**config.mk**
```make
export PLATFORM = sky130hd
export DESIGN_NAME = background3_scroller
export DESIGN_NICKNAME = d
export VERILOG_FILES = /design/src/rtl/background3_scroller.sv
export SDC_FILE = /design/constraint.sdc
export NUM_CORES = 1
export LEC_CHECK = 0
export ABC_AREA = 1
export CORE_UTILIZATION = 37
export DETAILED_ROUTE_END_ITERATION = 16
export GPL_ROUTABILITY_DRIVEN = 0
export SLEW_MARGIN = 30
export SYNTH_ARGS = -nofsm -noshare
export SYNTH_HDL_FRONTEND = slang
export SYNTH_SLANG_ARGS = --single-unit
```
**constraint.sdc**
```tcl
create_clock -name Clk -period 9 [get_ports Clk]
set_input_delay 0.9 -clock Clk [delete_from_list [all_inputs] [get_ports Clk]]
set_output_delay 0.9 -clock Clk [all_outputs]
set_load 0.01 [all_outputs]
```
**src/rtl/background3_scroller.sv**
```systemverilog
// background3_scroller
// Turns the VGA draw position into a horizontally scrolling address into the
// 4-bit-index background3 image ROM, and hands the fetched colour index to the
// palette stage with a fixed 3-cycle latency from the sampling clock edge.
// The scroll offset steps once per frame while the game runs and wraps at
// IMG_W, so the image tiles seamlessly.
//
// state | meaning
// ------+---------------------------------------------------------------
// IDLE  | at start position, scroll_x held at 0, waiting for run
// RUN   | game running, scroll_x advances by speed on every frame_start
// HOLD  | game paused, scroll_x frozen until run returns
module background3_scroller #(
  parameter int          IMG_W       = 320,
  parameter int          IMG_H       = 240,
  parameter int          SCALE_SHIFT = 1,
  parameter int          ADDR_W      = 17,
  parameter logic [3:0]  FILL_INDEX  = 4'h3
) (
  input  logic              Clk,
  input  logic              Reset,
  input  logic              frame_start,
  input  logic              run,
  input  logic              restart,
  input  logic [3:0]        speed,
  input  logic              pix_valid,
  input  logic [9:0]        draw_x,
  input  logic [9:0]        draw_y,
  output logic [ADDR_W-1:0] rom_addr,
  input  logic [3:0]        rom_q,
  output logic [3:0]        index_out,
  output logic              index_valid,
  output logic [8:0]        scroll_x,
  output logic [1:0]        state
);

  typedef enum logic [1:0] {
    ST_IDLE = 2'b00,
    ST_RUN  = 2'b01,
    ST_HOLD = 2'b10
  } state_e;

  localparam logic [9:0]  IMG_W_10   = 10'(IMG_W);
  localparam logic [10:0] IMG_W_11   = 11'(IMG_W);
  localparam logic [9:0]  IMG_H_10   = 10'(IMG_H);
  localparam logic [31:0] IMG_W_BITS = 32'(IMG_W);

  state_e              state_q;
  logic [8:0]          scroll_q;
  logic [9:0]          scroll_sum;
  logic [8:0]          scroll_d;

  // stage 1: downscaled coordinates
  logic                v1_q;
  logic [9:0]          sx_q;
  logic [9:0]          sy_q;

  // column / row address arithmetic feeding stage 2
  logic [10:0]         col_sum;
  logic [10:0]         col;
  logic [ADDR_W-1:0]   row_base;
  logic [ADDR_W-1:0]   addr_d;

  // stage 2: ROM address out, row range flag
  logic                v2_q;
  logic [ADDR_W-1:0]   rom_addr_q;
  logic                oor2_q;

  // stage 3: ROM data in flight
  logic                v3_q;
  logic                oor3_q;

  // stage 4: palette-facing outputs
  logic [3:0]          index_out_q;
  logic                index_valid_q;

  // Next scroll offset: one conditional subtract is enough because both
  // scroll_q and speed are below IMG_W.
  always_comb begin
    scroll_sum = {1'b0, scroll_q} + 10'(speed);
    scroll_d   = 9'((scroll_sum >= IMG_W_10) ? (scroll_sum - IMG_W_10) : scroll_sum);
  end

  // Frame-level sequencer; restart overrides everything, other moves only on frame_start.
  always_ff @(posedge Clk) begin
    if (Reset) begin
      state_q  <= ST_IDLE;
      scroll_q <= '0;
    end else if (restart) begin
      state_q  <= ST_IDLE;
      scroll_q <= '0;
    end else if (frame_start) begin
      case (state_q)
        ST_IDLE: begin
          if (run) state_q <= ST_RUN;
        end
        ST_RUN: begin
          scroll_q <= scroll_d;
          if (!run) state_q <= ST_HOLD;
        end
        ST_HOLD: begin
          if (run) state_q <= ST_RUN;
        end
        default: begin
          state_q  <= ST_IDLE;
          scroll_q <= '0;
        end
      endcase
    end
  end

  // Stage 1: capture the draw position scaled down to image pixels.
  always_ff @(posedge Clk) begin
    if (Reset) begin
      v1_q <= 1'b0;
      sx_q <= '0;
      sy_q <= '0;
    end else begin
      v1_q <= pix_valid;
      sx_q <= draw_x >> SCALE_SHIFT;
      sy_q <= draw_y >> SCALE_SHIFT;
    end
  end

  // Scrolled column with a single wrap, and row*IMG_W built as a sum of
  // shifted copies of the row, one per set bit of the constant width.
  always_comb begin
    col_sum  = 11'(sx_q) + 11'(scroll_q);
    col      = (col_sum >= IMG_W_11) ? (col_sum - IMG_W_11) : col_sum;
    row_base = '0;
    for (int i = 0; i < ADDR_W; i++) begin
      if (IMG_W_BITS[i]) row_base = row_base + (ADDR_W'(sy_q) << i);
    end
    addr_d   = row_base + ADDR_W'(col);
  end

  // Stage 2: register the ROM address and note rows below the image.
  always_ff @(posedge Clk) begin
    if (Reset) begin
      v2_q       <= 1'b0;
      rom_addr_q <= '0;
      oor2_q     <= 1'b0;
    end else begin
      v2_q       <= v1_q;
      rom_addr_q <= addr_d;
      oor2_q     <= (sy_q >= IMG_H_10);
    end
  end

  // Stage 3: carry valid and range flag while the ROM performs its read.
  always_ff @(posedge Clk) begin
    if (Reset) begin
      v3_q   <= 1'b0;
      oor3_q <= 1'b0;
    end else begin
      v3_q   <= v2_q;
      oor3_q <= oor2_q;
    end
  end

  // Stage 4: select fill or ROM data; an empty slot keeps the last index.
  always_ff @(posedge Clk) begin
    if (Reset) begin
      index_out_q   <= FILL_INDEX;
      index_valid_q <= 1'b0;
    end else begin
      index_valid_q <= v3_q;
      if (v3_q) index_out_q <= oor3_q ? FILL_INDEX : rom_q;
    end
  end

  assign rom_addr    = rom_addr_q;
  assign index_out   = index_out_q;
  assign index_valid = index_valid_q;
  assign scroll_x    = scroll_q;
  assign state       = state_q;

endmodule

```
* Word-level counts from Yosys, hierarchy flattened
Cells that the tools add are included.
Operators by class: add/sub/neg operators 6, multipliers 0, divide/modulo/power cells 0, $lt $le $gt $ge 3, eq/ne operators 4, shift-type cells 0, mux-type cells 7, bitwise operators 1, reductions and logical operators 5
Operator list (count):
- $pmux W9 S2 | 1
- $add A16 B17 Y17 | 1
- $add A17 B11 Y17 | 1
- $add A10 B9 Y11 | 1
- $ge A11 B9 Y1 const B | 1
- $mux W11 | 1
- $sub A11 B9 Y11 const B | 1
- $add A9 B4 Y10 | 1
- $ge A10 B8 Y1 const B | 1
- $ge A10 B9 Y1 const B | 1
- $mux W9 | 1
- $sub A9 B9 Y9 const B | 1
- $mux W2 | 2
- $mux W4 | 1
- $pmux W2 S2 | 1
- $reduce_or A2 Y1 | 2
- $reduce_and A3 Y1 | 1
- $eq A2 B1 Y1 const B | 1
- $eq A2 B2 Y1 const B | 1
- $logic_not A2 Y1 | 1
- $ne A2 B1 Y1 const B | 1
- $ne A2 B2 Y1 const B | 1
- $reduce_and A2 Y1 | 1
- $not A1 Y1 | 1
Word-level totals: flip-flop bits (word level) 58, bits in latches 0, bits in writable memories 0, bits in read-only memories 0, bits of input ports 34, word-level logic and storage cells 40, memories 0

* Logic depth before layout (Yosys ltp)
Gate-level depths: netlist of run 1.
depth after elaboration 4, gate-level depth with buffers 32, mapped depth without buffers 32

* Least setup slack after synthesis of run 1
Ideal clock, no wire load.
path type reg-to-reg, start reg scroll_q[0] (netlist: scroll_x[0]), end reg rom_addr_q[13] (netlist: rom_addr[13]), library setup time 70 ps, arrival 4105 ps, path slack 4825 ps, cell stages (with the launch flop) 33, path buffers 0, period minus slack after synthesis 4175 ps, cells stage by stage dfxtp_1 > ha_1 > inv_1 > fa_1 > inv_1 > nand3_1 > a21oi_1 > nor2_1 > nand2_1 > nand2_2 > inv_1 > ha_1 > nand3_1 > nor2_1 > nand2_1 > nor2_1 > nand3_2 > nand3_4 > nand2_1 > nand2_1 > inv_1 > fa_1 > inv_1 > fa_1 > nand2_1 > inv_1 > o21ai_0 > nand2_1 > nand2_1 > nand2_1 > a21oi_1 > o21ai_0 > a21oi_1
Between the ends: cells in the longest elaborated chain, start to end 4
RTL lines:
- start, declared | RTL line 49 | logic [8:0] scroll_q;
- start signal, assigned | RTL line 98 | scroll_q <= scroll_d;
- $add A10 B9 Y11 (*) | RTL line 128 | col_sum = 11'(sx_q) + 11'(scroll_q);
- $sub A11 B9 Y11 / $ge A11 B9 Y1 (equally long branches) | RTL line 129 | col = (col_sum >= IMG_W_11) ? (col_sum - IMG_W_11) : col_sum;
- $mux W11 (*) | RTL line 129
- $add A17 B11 Y17 (*) | RTL line 134 | addr_d = row_base + ADDR_W'(col);
- end signal, assigned | RTL line 145 | rom_addr_q <= addr_d;
- end, declared | RTL line 66 | logic [ADDR_W-1:0] rom_addr_q;
Every way passes the cells marked *; elsewhere a longest branch is shown, timed or not. A chain may end at the register's enable or synchronous reset.

* Final worst setup path of run 1
Ends and elaborated chain as after synthesis.

==> tab_implementation.tex, run 1 <==
\begin{tabular}{lr}
\hline
Metric & Value \\
\hline
\multicolumn{2}{l}{\textbf{Floorplan}} \\
\quad Effective utilization at floorplan & 39.0\% \\
\quad Site Rows & 33 \\
\quad Width of the die & 96 um \\
\quad Core Footprint & between 8000 and 9000 um\^{}2 \\
\quad I/O pins & 67 \\
\quad Die Y & 96 um \\
\quad Area of the die & 9220 um\^{}2 \\
\multicolumn{2}{l}{\textbf{Finish}} \\
\quad Share of final-layout standard cells stronger than drive strength 1 & $\sim$6.2\% \\
\quad Fin nets & 586 \\
\quad Leading cell types in the layout, fill and taps excluded & 90 x sky130\_fd\_sc\_hd\_\_nand2\_1, 82 x sky130\_fd\_sc\_hd\_\_inv\_1, 64 x sky130\_fd\_sc\_hd\_\_clkdlybuf4s50\_1 \\
\quad Most common library cell in the layout ignoring fill and taps & sky130\_fd\_sc\_hd\_\_nand2\_1 \\
\quad Final core utilization & 49.1\% \\
\quad ANT cells & 0 \\
\quad Syn-to-layout area delta & 25.8\% \\
\multicolumn{2}{l}{\textbf{Yosys}} \\
\quad Mean instance size in the synthesized netlist & 7.28 um\^{}2 \\
\quad Cells after Synth & 449 \\
\quad Multiplexer fraction of the synthesized cell area & 0\% \\
\quad Summed instance area of the synthesized netlist & approximately 3300 um\^{}2 \\
\quad Post-synthesis cell type count & 41 \\
\quad Xor/xnor share of the synthesized area & 2.10\% \\
\quad Total of flip-flops plus latches after synthesis & 56 \\
\quad Sequential share of the synthesized area & 34.3\% \\
\quad Largest family of logic cells by synthesized area & simple AND/OR/NAND/NOR gates \\
\quad Simple logic cell fraction of the synthesized area & 26.6\% \\
\quad Synth Area in Compound Gates & between 10\% and 20\% \\
\quad Library cell with the largest summed area after synthesis & sky130\_fd\_sc\_hd\_\_dfxtp\_1 \\
\quad Most area-consuming cells after synthesis & sky130\_fd\_sc\_hd\_\_dfxtp\_1 34\%, sky130\_fd\_sc\_hd\_\_ha\_1 12\%, sky130\_fd\_sc\_hd\_\_nand2\_1 10\%, sky130\_fd\_sc\_hd\_\_inv\_1 9.4\%, sky130\_fd\_sc\_hd\_\_nor2\_1 6.1\% \\
\quad Net count of the mapped netlist & between 500 and 600 \\
\quad Async set-or-reset flop fraction in the synthesized netlist & 0\% \\
\quad Adder and majority cell fraction of the synthesized area & 15.9\% \\
\quad Number of synthesized flops with an enable pin & 0 \\
\quad Most used DFF post-synth & sky130\_fd\_sc\_hd\_\_dfxtp\_1 \\
\quad Yosys synthesis warning count & 0 \\
\quad Share of Yosys cell area claimed by the top area cell type & 34.3\% \\
\multicolumn{2}{l}{\textbf{Drt}} \\
\quad Post-Route WL & roughly 6.5 mm \\
\quad Count of vias placed by the detailed router & 2,847 \\
\quad Vias/cell & 4.59 \\
\quad First-pass detailed-route iteration total & 4 \\
\quad Number of design rule violations left after detail routing & 0 \\
\quad WL per Instance & 10.5 um \\
\quad Remaining number of nets flagged by the antenna check after routing & 0 \\
\quad Violation count after the first detailed-routing iteration & 112 \\
\multicolumn{2}{l}{\textbf{Clocking}} \\
\quad Setup Buffers After CTS & 0 \\
\quad TritonCTS clock tree & done \\
\quad Hold buffers post-CTS & 0 \\
\quad Maximum clock path buffer count & 2 \\
\quad Clock Sinks & 56 \\
\quad Clock buffer count from CTS & 5 \\
\quad Number of resized instances in the post-cts repair step & 0 \\
\quad Cell chosen for the clock root & sky130\_fd\_sc\_hd\_\_clkbuf\_8 \\
\quad Worst-path clk slew & 0.10 ns \\
\quad Insertion delay to the later sink of the worst-skew pair & 0.30 ns \\
\quad H-tree depth reported by CTS & 2 \\
\multicolumn{2}{l}{\textbf{Run}} \\
\quad Max-Cap Viols & 0 \\
\multicolumn{2}{l}{\textbf{Worst setup path}} \\
\quad Worst r2r dst & rom\_addr[13] \\
\quad Slowest cell delay on critical path & $\sim$0.48 ns \\
\quad Register-to-register setup slack & 4.34 ns \\
\quad Slowest cell on the critical path & sky130\_fd\_sc\_hd\_\_fa\_1 \\
\quad Crit path capture type & flop \\
\quad Start of the worst register-to-register path & scroll\_x[0] \\
\quad FF-to-FF path depth & 32 \\
\quad Highest net fanout along the worst path & 5 \\
\quad Classification of the worst setup path & reg -> reg \\
\quad Arrival time worst endpoint & 4.89 ns \\
\quad Data required time at the worst endpoint & 9.23 ns \\
\quad Most repeated library cell on the critical path & sky130\_fd\_sc\_hd\_\_nand2\_1 \\
\quad Critical path launch point type & flop \\
\multicolumn{2}{l}{\textbf{Timing}} \\
\quad Final count of hold timing violations & 0 \\
\quad Final setup violating endpoints & 0 \\
\quad Maximum operating frequency & 215 MHz \\
\quad Actual slew at the worst max-slew pin & between 0.3 and 0.4 ns \\
\quad Setup Total Neg Slack & 0 ns \\
\quad Setup repair after global routing missed its margin & no \\
\quad Total count of max-transition violations in the final report & 0 \\
\quad Final period util & 51.7\% \\
\quad Headroom to the max-slew limit & 74.3\% \\
\quad Clock skew & between 0.005 and 0.006 ns \\
\quad Min Hold Slack & 0.407 ns \\
\quad Time the final worst path needs with I/O delays and setup & 4.66 ns \\
\multicolumn{2}{l}{\textbf{GRT}} \\
\quad Vias in the first global route & 2,592 \\
\quad Most Crowded Layer GR & met2 \\
\quad Met2 track demand over resource in global routing & around a quarter \\
\quad Maximum number of pins on one net before global-route repair & 39 \\
\quad Global routing met3 resource utilization & 2.76\% \\
\quad Global routing usage on met1 & about 22\% \\
\quad Antenna violations before repair & 0 \\
\quad Sum of overflow across all layers after global routing & 0 \\
\quad Wire length of the first global-routing pass & 11.4 mm \\
\quad Total routing usage reported by global routing & 15.6\% \\
\multicolumn{2}{l}{\textbf{Power and ir drop}} \\
\quad Leakage & 0.00198 uW \\
\quad Worst VDD drop & 59.9 uV \\
\quad Power per Cell Area & roughly 120 nW/um\^{}2 \\
\multicolumn{2}{l}{\textbf{Worst hold path}} \\
\quad Worst Hold Class & reg -> reg \\
\quad Worst Hold Path EP & v3\_q \\
\quad Launch instance of the worst min-delay path & v2\_q \\
\quad Hold path depth & 2 \\
\multicolumn{2}{l}{\textbf{Outcome}} \\
\quad Outcome & completed \\
\multicolumn{2}{l}{\textbf{Placed design}} \\
\quad Input/output buffers & 64 \\
\quad DP Wirelength & 5.28 mm \\
\hline
\end{tabular}
through the flow:
step	cell area, um^2	setup WS, ns	power [uW]	instances
after floorplan	3270	4.83	321	449
after global placement	4020	4.41	359	612
after detailed placement	4020	4.38	360	612
after CTS	4110	4.31	505	620
after global routing	4110	3.69	525	620
final	4110	4.34	495	620
final cells by class:
| type | instances | area (um^2) |
|---|---|---|
| Multi-Input combinational cell | 299 | 1790 |
| Fill cell | 845 | 4270 |
| Clock buffer | 7 | 86.3 |
| Tap cell | 105 | 131 |
| Sequential cell | 56 | 1120 |
| Clock inverter | 1 | 7.51 |
| Timing Repair Buffer | 65 | 648 |
| Inverter | 87 | 327 |
report_power, final:
part | switching, uW | leakage, uW | internal, uW
Combinational | 44.5 | 0.00148 | 44.3
Sequential | 5.09 | 0.000461 | 260
Clock | 78.4 | 0.0000445 | 62.7
Total | 128 | 0.00198 | 367
metal layers:
metal | up-vias | wire [um]
met5 | - | 0
met4 | 0 | 40
met3 | 5 | 257
met2 | 60 | 2820
met1 | 1239 | 3410
li1 | 1543 | -
cells in the mapped netlist (4+ instances only):
cell type	instances
sky130_fd_sc_hd__a21oi_1	28
sky130_fd_sc_hd__clkbuf_1	4
sky130_fd_sc_hd__dfxtp_1	56
sky130_fd_sc_hd__fa_1	6
sky130_fd_sc_hd__ha_1	32
sky130_fd_sc_hd__inv_1	82
sky130_fd_sc_hd__inv_2	5
sky130_fd_sc_hd__nand2_1	90
sky130_fd_sc_hd__nand2_2	5
sky130_fd_sc_hd__nand3_1	30
sky130_fd_sc_hd__nor2_1	53
sky130_fd_sc_hd__o21ai_0	13
sky130_fd_sc_hd__xor2_1	5
worst max-delay path: cells and delay by family (launching register included):
kind | cells | cell delay (ns)
AO/OA/AOI/OAI | 5 | 0.74
adder cells (fa/ha/maj) | 5 | 1.70
buffers and inverters | 6 | 0.41
flip-flops | 1 | 0.40
AND/OR/NAND/NOR | 16 | 1.34
how the worst max path moves through the flow:
stage / start / endpoint / slack, ns / cells after the start
floorplan: scroll_x[0] / rom_addr[13] / 4.83 / 32
global placement: scroll_x[0] / rom_addr[13] / 4.41 / 32
detailed placement: scroll_x[0] / rom_addr[13] / 4.38 / 32
CTS: scroll_x[0] / rom_addr[13] / 4.31 / 32
global route: scroll_x[0] / rom_addr[13] / 3.69 / 32
finish: scroll_x[0] / rom_addr[13] / 4.34 / 32
flip-flops by register name, summed over array words and instances, names as in the netlist:
name / flops
index_out: 4
index_valid: 1
oor2_q: 1
oor3_q: 1
rom_addr: 17
scroll_x: 9
state: 2
sx_q: 9
sy_q: 9
v1_q: 1
v2_q: 1
v3_q: 1
cells by family after synthesis:
logic type,after synthesis
xor+xnor,7
flops,56
buf+inv,94
compound gates,58
simple gates,196
fa+ha+maj,38
No activity file was read; power rests on OpenSTA's default activity.
==> inputs of run 2 (changes only) <==
==> constraint.sdc (replaced) <==
create_clock -name Clk -period 3.9 [get_ports Clk]
set_input_delay 0.39 -clock Clk [delete_from_list [all_inputs] [get_ports Clk]]
set_output_delay 0.39 -clock Clk [all_outputs]
set_load 0.01 [all_outputs]
==> run 2 against run 1 <==
Effect of this change: the run now ends with setup timing left; via count grew 7.2%; combinational power grew to 2.8 times the previous value; clock-buffer cell count shrank 2; sequential cell count is the same; largest power group unchanged.
==> tab_implementation.tex, run 2 (synthesized netlist as in run 1, its figures left out) <==
\begin{tabular}{lr}
\hline
Metric & Value \\
\hline
\multicolumn{2}{l}{\textbf{Run}} \\
\quad Max-Cap Viols & 0 \\
\multicolumn{2}{l}{\textbf{Clocking}} \\
\quad Clock buffer count from CTS & 5 \\
\quad Maximum clock path buffer count & 2 \\
\quad H-tree depth reported by CTS & 2 \\
\quad Cell chosen for the clock root & sky130\_fd\_sc\_hd\_\_clkbuf\_8 \\
\quad TritonCTS clock tree & done \\
\quad Worst-path clk slew & 0.11 ns \\
\quad Clock Sinks & between 50 and 60 \\
\quad Insertion delay to the later sink of the worst-skew pair & 0.32 ns \\
\quad Hold buffers post-CTS & 0 \\
\multicolumn{2}{l}{\textbf{Floorplan}} \\
\quad I/O pins & 67 \\
\quad Core Footprint & roughly 8400 um\^{}2 \\
\quad Effective utilization at floorplan & 39.0\% \\
\quad Die Y & 96 um \\
\quad Width of the die & 96 um \\
\quad Area of the die & approximately 9200 um\^{}2 \\
\quad Site Rows & 33 \\
\multicolumn{2}{l}{\textbf{Timing}} \\
\quad Final period util & 105\% \\
\quad Actual slew at the worst max-slew pin & 0.416 ns \\
\quad Total count of max-transition violations in the final report & 0 \\
\quad Clock skew & 0.0112 ns \\
\quad Setup repair after global routing missed its margin & yes \\
\quad Time the final worst path needs with I/O delays and setup & $\sim$4 ns \\
\quad Maximum operating frequency & around 240 MHz \\
\quad Final count of hold timing violations & 0 \\
\quad Headroom to the max-slew limit & between 70 and 80\% \\
\quad Setup WS post-layout & -0.208 ns \\
\quad Final setup violating endpoints & 5 \\
\multicolumn{2}{l}{\textbf{Worst hold path}} \\
\quad Hold path depth & 2 \\
\quad Worst Hold Class & reg -> reg \\
\quad Worst Hold Path EP & v2\_q \\
\quad Launch instance of the worst min-delay path & v1\_q \\
\multicolumn{2}{l}{\textbf{Finish}} \\
\quad Syn-to-layout area delta & 41.2\% \\
\quad Final core utilization & a little under three fifths \\
\quad ANT cells & 0 \\
\quad Leading cell types in the layout, fill and taps excluded & 85 x sky130\_fd\_sc\_hd\_\_nand2\_1, 76 x sky130\_fd\_sc\_hd\_\_inv\_1, 64 x sky130\_fd\_sc\_hd\_\_clkdlybuf4s50\_1 \\
\quad Most common library cell in the layout ignoring fill and taps & sky130\_fd\_sc\_hd\_\_nand2\_1 \\
\quad Number of flip-flops in the largest register & 17 \\
\quad Share of final-layout standard cells stronger than drive strength 1 & 20.2\% \\
\quad Fin nets & 630 \\
\multicolumn{2}{l}{\textbf{Drt}} \\
\quad Remaining number of nets flagged by the antenna check after routing & 0 \\
\quad Vias/cell & about 4.6 \\
\quad WL per Instance & 11.1 um \\
\quad First-pass detailed-route iteration total & 4 \\
\quad Post-Route WL & 7.36 mm \\
\quad Count of vias placed by the detailed router & 3,051 \\
\quad Number of design rule violations left after detail routing & 0 \\
\quad Violation count after the first detailed-routing iteration & 102 \\
\multicolumn{2}{l}{\textbf{GRT}} \\
\quad Antenna violations before repair & 0 \\
\quad Wire length of the first global-routing pass & between 10 and 15 mm \\
\quad Vias in the first global route & 2,891 \\
\quad Sum of overflow across all layers after global routing & 0 \\
\quad Maximum number of pins on one net before global-route repair & 39 \\
\quad Total routing usage reported by global routing & 17.2\% \\
\multicolumn{2}{l}{\textbf{Worst setup path}} \\
\quad Start of the worst register-to-register path & scroll\_x[0] \\
\quad Slowest cell delay on critical path & $\sim$0.37 ns \\
\quad Crit path capture type & flop \\
\quad Slowest cell on the critical path & sky130\_fd\_sc\_hd\_\_dfxtp\_4 \\
\quad Register-to-register setup slack & -0.21 ns \\
\quad FF-to-FF path depth & 31 \\
\quad Highest net fanout along the worst path & 3 \\
\quad Data required time at the worst endpoint & a little over 4 ns \\
\quad Classification of the worst setup path & reg -> reg \\
\quad Arrival time worst endpoint & 4.33 ns \\
\quad Worst r2r dst & rom\_addr[11] \\
\quad Most repeated library cell on the critical path & sky130\_fd\_sc\_hd\_\_inv\_2 \\
\quad Critical path launch point type & flop \\
\multicolumn{2}{l}{\textbf{Power and ir drop}} \\
\quad Power per Cell Area & 263 nW/um\^{}2 \\
\quad Worst VDD drop & 135 uV \\
\quad Leakage & 0.00221 uW \\
\quad Power consumption & 1210 uW \\
\multicolumn{2}{l}{\textbf{Outcome}} \\
\quad Violations in the final reports & setup timing \\
\quad Outcome & finished with violations \\
\multicolumn{2}{l}{\textbf{Placed design}} \\
\quad Input/output buffers & 64 \\
\quad DP Wirelength & 5.65 mm \\
\hline
\end{tabular}
-- run 2: cell count changes in the layout (fill, tap and decap cells not counted), moves of 6 or more --
cell                    delta
sky130_fd_sc_hd__buf_4    +38
sky130_fd_sc_hd__buf_6     +6
sky130_fd_sc_hd__inv_1     -6
sky130_fd_sc_hd__inv_2     +6
-- run 2: repair_timing --
| item | in CTS | in global routing |
|---|---|---|
| gates resized for setup | 18 | 21 |
| pin swaps | 23 | 30 |
| setup endpoints to repair | 6 | 8 |
| cloned | 0 | 0 |
| setup buffers | 6 | 6 |
-- run 2: through the flow --
stage / cells / hold slack, ns / setup WS, ns / TNS (ns) / cell area, um^2
after detailed placement: 645 / 0.395 / -0.263 / -1.05 / 4300
final: 664 / 0.411 / -0.208 / -0.731 / 4620
after global placement: 645 / 0.393 / -0.167 / -0.660 / 4300
after floorplan: 449 / 0.388 / 0.00317 / 0 / 3300
after CTS: 659 / 0.416 / -0.213 / -0.476 / 4510
after global routing: 664 / 0.430 / -0.562 / -3.26 / 4620
-- run 2: cell type report --
cell class	count	area [um^2]
Multi-Input combinational cell	299	1930
Inverter	87	327
Tap cell	105	131
Clock inverter	3	28.8
Timing Repair Buffer	109	1000
Clock buffer	5	68.8
Sequential cell	56	1130
Fill cell	814	3760
-- run 2: worst max path at each step --
stage                start            to  slack [ns]
3_5_place_dp   scroll_x[0]  rom_addr[13]       -0.26
6_report       scroll_x[0]  rom_addr[11]       -0.21
4_1_cts        scroll_x[0]  rom_addr[13]       -0.21
2_1_floorplan  scroll_x[0]  rom_addr[13]       0.003
3_3_place_gp   scroll_x[0]  rom_addr[13]       -0.17
5_1_grt        scroll_x[0]  rom_addr[13]       -0.56
-- run 2: layer usage --
layer / vias up / global-route usage [%] / part of all wire, %
met5: - / 0 / 0
met4: 0 / 4.35 / 1.3
met3: 8 / 3.16 / 2.2
met2: 39 / 29.3 / 48
met1: 1376 / 22.2 / 48
li1: 1628 / - / -
-- run 2: worst max-delay path: cells and delay by family, from the launching register on --
family                     cells  cell delay [ns]
DFF                            1             0.37
and+or+nand+nor               12             1.01
buffers and inverters          8             0.67
adders and majority gates      6             1.45
AOI/OAI and AO/OA              5             0.52
-- run 2: where the power goes --
| part | total, uW | switching (uW) | internal (uW) | leakage (uW) |
|---|---|---|---|---|
| registers | 611 | 11.7 | 600 | 0.000462 |
| clock network | 348 | 212 | 136 | 0.0000511 |
| logic | 253 | 123 | 130 | 0.00170 |
| total | 1210 | 347 | 866 | 0.00221 |
==> edit: new RTL, flow settings as in run 2 <==
Add an input register stage for `draw_x`, without a reset; this delays it by one clock. The other inputs are not delayed to match.
--- a/src/rtl/background3_scroller.sv
+++ b/src/rtl/background3_scroller.sv
@@ -44,6 +44,12 @@
   localparam logic [10:0] IMG_W_11   = 11'(IMG_W);
   localparam logic [9:0]  IMG_H_10   = 10'(IMG_H);
   localparam logic [31:0] IMG_W_BITS = 32'(IMG_W);
+
+  logic [9:0] draw_x_q;
+
+  always_ff @(posedge Clk) begin
+    draw_x_q <= draw_x;
+  end
 
   state_e              state_q;
   logic [8:0]          scroll_q;
@@ -117,7 +123,7 @@
       sy_q <= '0;
     end else begin
       v1_q <= pix_valid;
-      sx_q <= draw_x >> SCALE_SHIFT;
+      sx_q <= draw_x_q >> SCALE_SHIFT;
       sy_q <= draw_y >> SCALE_SHIFT;
     end
   end
Function: changed (a bounded check fails within 4 cycles, from zero or initial values and one cycle with Reset high).
==> edit against run 2 <==
Global-route usage decreased by 0.44 points. Non-clock buffer count decreased by 2. Design area increased by 6.1%. Via count increased by 2.8%. Routed wire length increased by 5.2%. Total power increased by 24%. The flow finishes with violations (DRC, setup timing). Critical endpoint is now rom_addr[13]. Worst setup slack improved by 0.15 ns. Synthesized area increased by 5.4%. Sequential cell count increased by 9.
==> edit: results <==
metrics = {
    "synthesis": {
        "synth_net_count": 531,
        "synth_top_cells_by_area": "dfxtp_1 (38%), ha_1 (12%), inv_1 (9.4%)",
        "synth_seq_area_share": 0.377,
        "synth_common_cells": "inv_1 (86), nand2_1 (83), dfxtp_1 (65)",
        "synth_xor_area_frac": 0.0171,
    },
    "run_status": {
        "violations_in_the_final_reports": "DRC, setup timing",
        "status": "complete, but fails checks",
    },
    "global_routing": {
        "number_of_global_route_vias_before_repair": 2978,
        "wire_length_of_the_first_global_routing_pass_microns": 12900,
        "grt_util_all_layers": 0.167,
    },
    "final_layout": {
        "area_share_clock_buf_inv": 0.0365,
        "drive_gt1_frac": 0.209,
        "num-fill-cells": 845,
        "inv_count": 90,
        "share_of_cell_area_taken_by_multi_input_logic_gates": 0.401,
        "layout_net_count": 641,
        "final_core_util": 0.551,
        "buffers_excl_clock": 107,
        "seq_share": 0.267,
        "seq_area_sq_um": 1310,
        "layoutNonFillerInstCount": 682,
        "layout.comb_gates.multi_input": 296,
    },
    "placed_design": {
        "pre_cts_ws_ns": -0.234,
        "dp.final_hpwl_microns": 5860,
    },
    "power": {
        "power.ir.vdd_worst_mv": 0.171,
        "internal-power_mw": 1.09,
    },
    "detailed_routing": {
        "detail_route.first_pass.iterations": 10,
        "remaining_drc_errors": 4,
        "finalWirelength_microns": 7740,
        "route.vias.total": 3137,
        "drtIter0Drc": 80,
    },
    "worst_setup_path": {
        "cp_max_fo": 5,
        "slowest_delay_ns": 0.49,
        "critPathSlowestCell": "fa_1",
    },
    "timing": {
        "worstMarginPinSlew_ns": 0.832,
        "timing.clock.skew_ns": 0.0112,
        "number_of_setup_violations_in_the_final_report": 4,
        "fin_setup_tns_ns": -0.154,
        "fin_ws_ns": -0.0619,
    },
    "clock_network": {
        "clk_pin_slew_ns": 0.07,
    },
}
[edit: changes by cell type after synthesis, sizes merged, moves of 3 or more]
cell,run 2,this run
dfxtp,56,65
inv,87,90
nand2,97,90
nor2,54,59
o21ai,16,21
[edit: layer usage]
layer / wire [microns] / up-vias / track usage
li1: - / 1663 / -
met1: 3760 / 1410 / 0.221
met2: 3580 / 56 / 0.260
met3: 321 / 8 / 0.0404
met4: 87 / 0 / 0.0735
met5: 0 / - / 0
[edit: path summary, 6_finish.rpt]
kind | startpoint | depth (start not counted) | slack [ns] | end
min reg2reg | draw_x_q[1] | 2 | 0.40 | sx_q[0]
max | scroll_x[0] | 31 | -0.06 | rom_addr[13]
min | draw_x_q[1] | 2 | 0.40 | sx_q[0]
max reg2reg | scroll_x[0] | 31 | -0.06 | rom_addr[13]
[edit: cell families after synthesis]
| group | count (synthesis) |
|---|---|
| AOI/OAI and AO/OA | 60 |
| and+or+nand+nor | 193 |
| adders and majority gates | 38 |
| xor gates and xnor gates | 5 |
| DFF | 65 |
| buffers and inverters | 98 |
[edit: timing repair]
| item | 4_1_cts | 5_1_grt |
|---|---|---|
| resized for setup | 12 | 26 |
| buffers inserted | 8 | 3 |
| endpoints found under the hold margin | 0 | 0 |
| setup endpoints to repair | 6 | 7 |
| hold buffers | 0 | 0 |
| pin swaps | 23 | 12 |
[edit: power by group through the flow]
stage / registers [mW] / clock network (mW) / logic, mW
2_1_floorplan: 0.731 / 0 / 0.113
3_3_place_gp: 0.725 / 0 / 0.224
3_5_place_dp: 0.725 / 0 / 0.229
4_1_cts: 0.710 / 0.543 / 0.248
5_1_grt: 0.713 / 0.573 / 0.299
6_report: 0.710 / 0.523 / 0.270
